## src/rtl/sha256_pkg.sv

```systemverilog
// Shared constants and state encoding for the SHA-256 block sequencer.
package sha256_pkg;

    localparam int WORD_W      = 32;
    localparam int BLOCK_WORDS = 16;
    localparam int BLOCK_BYTES = 64;

    localparam logic [7:0] PAD_BYTE      = 8'h80;
    localparam logic [5:0] LEN_LIMIT_IDX = 6'd55;

    typedef enum logic [2:0] {
        S_IDLE  = 3'd0,
        S_FILL  = 3'd1,
        S_PAD   = 3'd2,
        S_LEN   = 3'd3,
        S_ISSUE = 3'd4,
        S_WAIT  = 3'd5,
        S_DONE  = 3'd6
    } state_t;

    // Trailing 64-bit message length field, in bits.
    function automatic logic [63:0] len_field(input logic [31:0] byte_count);
        return {29'b0, byte_count, 3'b0};
    endfunction

endpackage

```

## src/rtl/sha256_blk_buf.sv

```systemverilog
// 64-byte block buffer: byte writes, padding fill, length insert, word reads.
module sha256_blk_buf
    import sha256_pkg::*;
(
    input  logic              clk,
    input  logic              rst_n,
    input  logic              clr,
    input  logic              wr_en,
    input  logic [5:0]        wr_idx,
    input  logic [7:0]        wr_byte,
    input  logic              pad_en,
    input  logic [5:0]        pad_idx,
    input  logic              len_en,
    input  logic [63:0]       len_bits,
    input  logic [3:0]        rd_idx,
    output logic [WORD_W-1:0] rd_word
);
    // Byte 0 is the most significant byte of word 0.
    logic [BLOCK_BYTES-1:0][7:0] mem;

    always_ff @(posedge clk or negedge rst_n) begin
        if (!rst_n) begin
            mem <= '0;
        end else if (clr) begin
            mem <= '0;
        end else begin
            for (int p = 0; p < BLOCK_BYTES; p++) begin
                if (pad_en && (6'(p) == pad_idx))
                    mem[p] <= PAD_BYTE;
                else if (pad_en && (6'(p) > pad_idx))
                    mem[p] <= 8'h00;
                else if (wr_en && (6'(p) == wr_idx))
                    mem[p] <= wr_byte;
                else if (len_en && (p >= BLOCK_BYTES - 8))
                    mem[p] <= len_bits[8*(BLOCK_BYTES-1-p) +: 8];
            end
        end
    end

    assign rd_word = {mem[{rd_idx, 2'b00}], mem[{rd_idx, 2'b01}],
                      mem[{rd_idx, 2'b10}], mem[{rd_idx, 2'b11}]};

endmodule

```

## src/rtl/sha256_block_sequencer.sv

```systemverilog
// SHA-256 message block sequencer: packs bytes into 64-byte blocks, appends
// padding and bit length, and streams each block to the compression core.
module sha256_block_sequencer
    import sha256_pkg::*;
(
    input  logic              clk,
    input  logic              rst_n,
    input  logic              msg_start_in,
    input  logic              byte_dv_in,
    input  logic [7:0]        byte_in,
    input  logic              msg_end_in,
    input  logic              core_ready_in,
    input  logic              core_block_done_in,
    output logic              byte_ready_out,
    output logic              word_dv_out,
    output logic [WORD_W-1:0] word_out,
    output logic              first_block_out,
    output logic              last_block_out,
    output logic              busy_out,
    output logic              msg_done_out,
    output logic              drop_err_out
);
    state_t            state, state_nxt;
    logic [31:0]       byte_count;
    logic [5:0]        byte_idx;
    logic [3:0]        word_idx;
    logic              first_flag, last_flag, pending_end, len_pending;
    logic              byte_acc, block_full, issue_go, issue_end;
    logic              buf_clr, buf_pad, buf_len;
    logic [WORD_W-1:0] rd_word;

    assign byte_acc   = (state == S_FILL) && byte_dv_in;
    assign block_full = byte_acc && (byte_idx == 6'(BLOCK_BYTES - 1));
    // Once word 0 has gone out the rest of the block streams regardless of ready.
    assign issue_go   = (state == S_ISSUE) && (core_ready_in || (word_idx != 4'd0));
    assign issue_end  = issue_go && (word_idx == 4'(BLOCK_WORDS - 1));

    always_ff @(posedge clk or negedge rst_n) begin
        if (!rst_n) state <= S_IDLE;
        else        state <= state_nxt;
    end

    always_comb begin
        state_nxt = state;
        case (state)
            S_IDLE:  if (msg_start_in) state_nxt = S_FILL;
            S_FILL: begin
                if (block_full)      state_nxt = S_ISSUE;
                else if (msg_end_in) state_nxt = S_PAD;
            end
            S_PAD:   state_nxt = (byte_idx <= LEN_LIMIT_IDX) ? S_LEN : S_ISSUE;
            S_LEN:   state_nxt = S_ISSUE;
            S_ISSUE: if (issue_end) state_nxt = S_WAIT;
            S_WAIT: begin
                if (core_block_done_in) begin
                    if (len_pending)      state_nxt = S_LEN;
                    else if (pending_end) state_nxt = S_PAD;
                    else if (last_flag)   state_nxt = S_DONE;
                    else                  state_nxt = S_FILL;
                end
            end
            S_DONE:  state_nxt = S_IDLE;
            default: state_nxt = S_IDLE;
        endcase
    end

    always_ff @(posedge clk or negedge rst_n) begin
        if (!rst_n) begin
            byte_count   <= '0;
            byte_idx     <= '0;
            word_idx     <= '0;
            first_flag   <= 1'b0;
            last_flag    <= 1'b0;
            pending_end  <= 1'b0;
            len_pending  <= 1'b0;
            drop_err_out <= 1'b0;
        end else begin
            drop_err_out <= byte_dv_in && (state != S_FILL);
            case (state)
                S_IDLE: begin
                    if (msg_start_in) begin
                        byte_count  <= '0;
                        byte_idx    <= '0;
                        word_idx    <= '0;
                        first_flag  <= 1'b1;
                        last_flag   <= 1'b0;
                        pending_end <= 1'b0;
                        len_pending <= 1'b0;
                    end
                end
                S_FILL: begin
                    if (byte_acc) begin
                        byte_count <= byte_count + 32'd1;
                        byte_idx   <= byte_idx + 6'd1;
                    end
                    if (block_full && msg_end_in) pending_end <= 1'b1;
                end
                // Length no longer fits: it goes into a following all-zero block.
                S_PAD: if (byte_idx > LEN_LIMIT_IDX) len_pending <= 1'b1;
                S_LEN: last_flag <= 1'b1;
                S_ISSUE: begin
                    if (issue_go) begin
                        word_idx <= word_idx + 4'd1;
                        if (issue_end) first_flag <= 1'b0;
                    end
                end
                S_WAIT: begin
                    if (core_block_done_in) begin
                        if (len_pending) begin
                            len_pending <= 1'b0;
                        end else begin
                            pending_end <= 1'b0;
                            byte_idx    <= '0;
                        end
                    end
                end
                default: ;
            endcase
        end
    end

    always_comb begin
        byte_ready_out  = (state == S_FILL);
        busy_out        = (state != S_IDLE);
        word_dv_out     = issue_go;
        word_out        = issue_go ? rd_word : '0;
        first_block_out = (state == S_ISSUE) && first_flag;
        last_block_out  = (state == S_ISSUE) && last_flag;
        msg_done_out    = (state == S_DONE);
        buf_clr         = ((state == S_IDLE) && msg_start_in) ||
                          ((state == S_WAIT) && core_block_done_in && len_pending);
        buf_pad         = (state == S_PAD);
        buf_len         = (state == S_LEN);
    end

    sha256_blk_buf u_buf (
        .clk      (clk),
        .rst_n    (rst_n),
        .clr      (buf_clr),
        .wr_en    (byte_acc),
        .wr_idx   (byte_idx),
        .wr_byte  (byte_in),
        .pad_en   (buf_pad),
        .pad_idx  (byte_idx),
        .len_en   (buf_len),
        .len_bits (len_field(byte_count)),
        .rd_idx   (word_idx),
        .rd_word  (rd_word)
    );

endmodule

```

## config.mk

```make
export PLATFORM = sky130hd
export DESIGN_NAME = sha256_block_sequencer
export DESIGN_NICKNAME = d
export VERILOG_FILES = /design/src/rtl/sha256_pkg.sv /design/src/rtl/sha256_blk_buf.sv /design/src/rtl/sha256_block_sequencer.sv
export SDC_FILE = /design/constraint.sdc
export NUM_CORES = 1
export LEC_CHECK = 0
export CAP_MARGIN = 20
export CORE_MARGIN = 2
export CORE_UTILIZATION = 50
export CTS_CLUSTER_SIZE = 14
export DETAILED_ROUTE_END_ITERATION = 10
export GPL_TIMING_DRIVEN = 0
export PLACE_DENSITY = 0.66
export SYNTH_ARGS = -nofsm -noshare
export SYNTH_HDL_FRONTEND = slang
export SYNTH_SLANG_ARGS = --single-unit
```

## constraint.sdc

```tcl
create_clock -name clk -period 6.8 [get_ports clk]
set_clock_uncertainty 0.1 [all_clocks]
set_input_delay 0.68 -clock clk [delete_from_list [all_inputs] [get_ports clk]]
set_output_delay 0.68 -clock clk [all_outputs]
set_load 0.01 [all_outputs]
```

==> flow_summary.yaml <==
power_and_ir_drop:
  vdd_drop_max_mv: 0.314
  powerDensity_nw_per_um2: 332
  p_leak_nw: 15.3
setup_path:
  crit_arrival_ps: 5530
  crit_type: "reg -> out"
  crit_required_ps: 6020
  cp_max_fo: 10
  cp-end-kind: "primary output"
  cp-start-kind: "flop"
timing:
  timing.hold.ws_ps: 379
  slew_headroom: 0.149
  hold_violations: 0
  tightest_slew_ps: 1280
  tns_ps: 0
  finalCritPeriodShare: 0.928
  slew_violations: 0
  min_period_ps: 6310
  rsz0062_at_grt: "no"
  max_freq_mhz: 158
  setup_viol: 0
placed_design:
  dpl.hpwl_mm: 110
  port_buffers: 46
  gp_congestion: 1.09
  dp_cells: 3806
global_routing:
  grtUsageTotal: 0.467
  grt-ovfl-total: 0
  grt_pass1_vias: 27048
  grt_max_degree: 119
  antenna_found_initial: 16
  grt_pass1_wl_mm: 203
drt:
  final_antenna_net_count: 0
  routed_wl_mm: 145
  drc: 0
  drt-wirelength-per-cell_microns: 36.9
  firstDrtPassIters: 8
  first_iter_violations: 4265
  via_count: 27699
  vias_per_cell: 7.04
floorplan:
  coreArea_sq_um: 59200
  die_h_microns: 249
  die_x_microns: 249
  rows: 89
  start_util: 0.507
  io_pins: 54
  dieArea_sq_um: 62000
synthesis:
  ys_types: 98
  synth-async-reset-ratio: 1.00
  syn_nets: 2974
  synth_ff_type: "dfrtp_1"
  ys_ff_latch: 562
  seq_area_frac_synth: 0.468
  synthCells: 2951
  synth_edf_count: 0
  ys_warn_count: 0
  synth_area_per_cell_sq_um: 10.2
  synth.cell_area_sq_um: 30000
final_layout:
  layout-drive-gt1-share: 0.146
  area_growth_pct: 14.4
  final_nets: 3129
  final_cells: 3935
clock_tree:
  ctsResizeCount: 0
  cts_root_buf: "clkbuf_16"
  clk_path_buf_depth: 3
  cts_inserted_buffers: 66
  tritoncts: "yes"
  cts_sinks: 562
  insertion_delay_ps: 640
  clk_pin_slew_ps: 70
  h-tree-depth: 3
status:
  status: "complete, no violations"
hold_path:
  hold_class: "reg -> reg"
flow_run:
  cap_violations: 0
power by group:
group / internal (mW) / switching (mW)
Combinational: 1.11 / 3.00
Clock: 2.09 / 1.53
Sequential: 3.54 / 0.151
Total: 6.73 / 4.67
state kept, by name, summed over array words and instances, names as in the netlist:
register and count:
pending_end 1, state 3, word_idx 4, u_buf.mem 512, drop_err_out 1, last_flag 1
first_flag 1, len_pending 1, byte_count 32, byte_idx 6
stage by stage:
stage               utilization  total power [mW]  instance area [sq um]  setup slack [ps]
finish                    0.580              11.4                  34300               488
global route              0.580              11.6                  34300               465
CTS                       0.579              11.2                  34300               796
detailed placement        0.542              7.62                  32100              1500
global placement          0.531              7.52                  31500            -19710
floorplan                     -              5.85                  30000              3790
cell usage after synthesis, drive strengths merged, types with 8 or more instances:
master / number / area, sq um
nand3: 218 / 1100
buf: 109 / 541
nand4: 24 / 156
a221o: 11 / 110
nand2b: 17 / 106
xor2: 22 / 193
a32o: 12 / 120
nor2: 263 / 1000
and2: 50 / 313
clkbuf: 136 / 510
nor2b: 17 / 106
nor4: 9 / 77.6
ha: 8 / 100
mux2: 23 / 259
mux4: 160 / 3600
a21o: 10 / 75.1
mux2i: 142 / 1420
dfrtp: 562 / 14100
a31oi: 12 / 75.1
o21ai: 115 / 617
nand2: 434 / 1640
a22oi: 18 / 135
xnor2: 10 / 87.6
o22ai: 19 / 119
nor3: 37 / 231
a22o: 40 / 350
a21oi: 279 / 1410
and3: 25 / 156
inv: 27 / 101
o31ai: 15 / 118
worst max-delay path, cell delays in order, from the launching register on:
cell and delay, ps:
dfrtp_1 350, clkbuf_1 420, clkbuf_1 460, clkbuf_1 680, inv_1 130, ha_1 230, or4b_2 210, nand2_1 100
inv_1 700, clkbuf_1 800, and2_1 250, clkdlybuf4s50_1 540
metal layers:
layer,vias up,wire length (microns),GRT usage,share of wire
met1,13997,54000,0.605,0.37
met3,544,20100,0.182,0.14
met2,2172,60000,0.657,0.41
met4,6,11000,0.291,0.076
li1,10980,-,-,-
met5,-,43,0.0201,0.00030
cell type report:
class,count,area (sq um)
clock buffer,97,1920
buffer,245,1050
fill,5069,24900
antenna,7,17.5
tap,773,967
sequential,562,14100
timing repair buffer,87,1160
multi-input combinational,2116,14800
inverter,28,105
clock inverter,20,240
what timing repair did:
item / in CTS / in global routing
hold buffers: 1 / 0
setup buffers: 0 / 0
endpoints found under the setup margin: 0 / 0
hold endpoints to repair: 1 / 0
cell families (layout without fill, tap and decap cells):
| kind of cell | Yosys count | in the layout | synth area share |
|---|---|---|---|
| AND/OR/NAND/NOR | 1146 | 1146 | 0.179 |
| flip-flops | 562 | 562 | 0.468 |
| multiplexers | 325 | 325 | 0.176 |
| AO/OA/AOI/OAI | 605 | 605 | 0.126 |
| other | 0 | 7 | 0 |
| buffers and inverters | 273 | 477 | 0.0385 |
| XOR/XNOR | 32 | 32 | 0.00933 |
| adder cells (fa/ha/maj) | 8 | 8 | 0.00333 |
placed cells by master, fill, tap and decap left out, types with 30 or more instances in the layout:
master,netlist,layout
a21oi_1,275,275
a22o_1,40,40
and2_1,48,48
buf_1,30,30
buf_2,69,72
clkbuf_1,136,153
clkbuf_16,0,67
clkdlybuf4s50_1,0,45
dfrtp_1,562,562
mux2i_1,142,142
mux4_2,160,160
nand2_1,431,431
nand3_1,216,216
nor2_1,256,256
o21ai_0,93,92
path summary, 6_finish.rpt:
path	startpoint	end	slack, ps	depth (start not counted)
setup / recovery	word_idx[1]	word_out[15]	490	11
hold / removal	u_buf.mem[465]	u_buf.mem[465]	380	2
setup reg to reg	byte_idx[0]	u_buf.mem[55]	2320	9
hold reg to reg	u_buf.mem[465]	u_buf.mem[465]	380	2
max in group asynchronous	rst_n	u_buf.mem[400]	4080	5
min in group asynchronous	rst_n	u_buf.mem[11]	570	2
(Power assumes the default switching activity.)
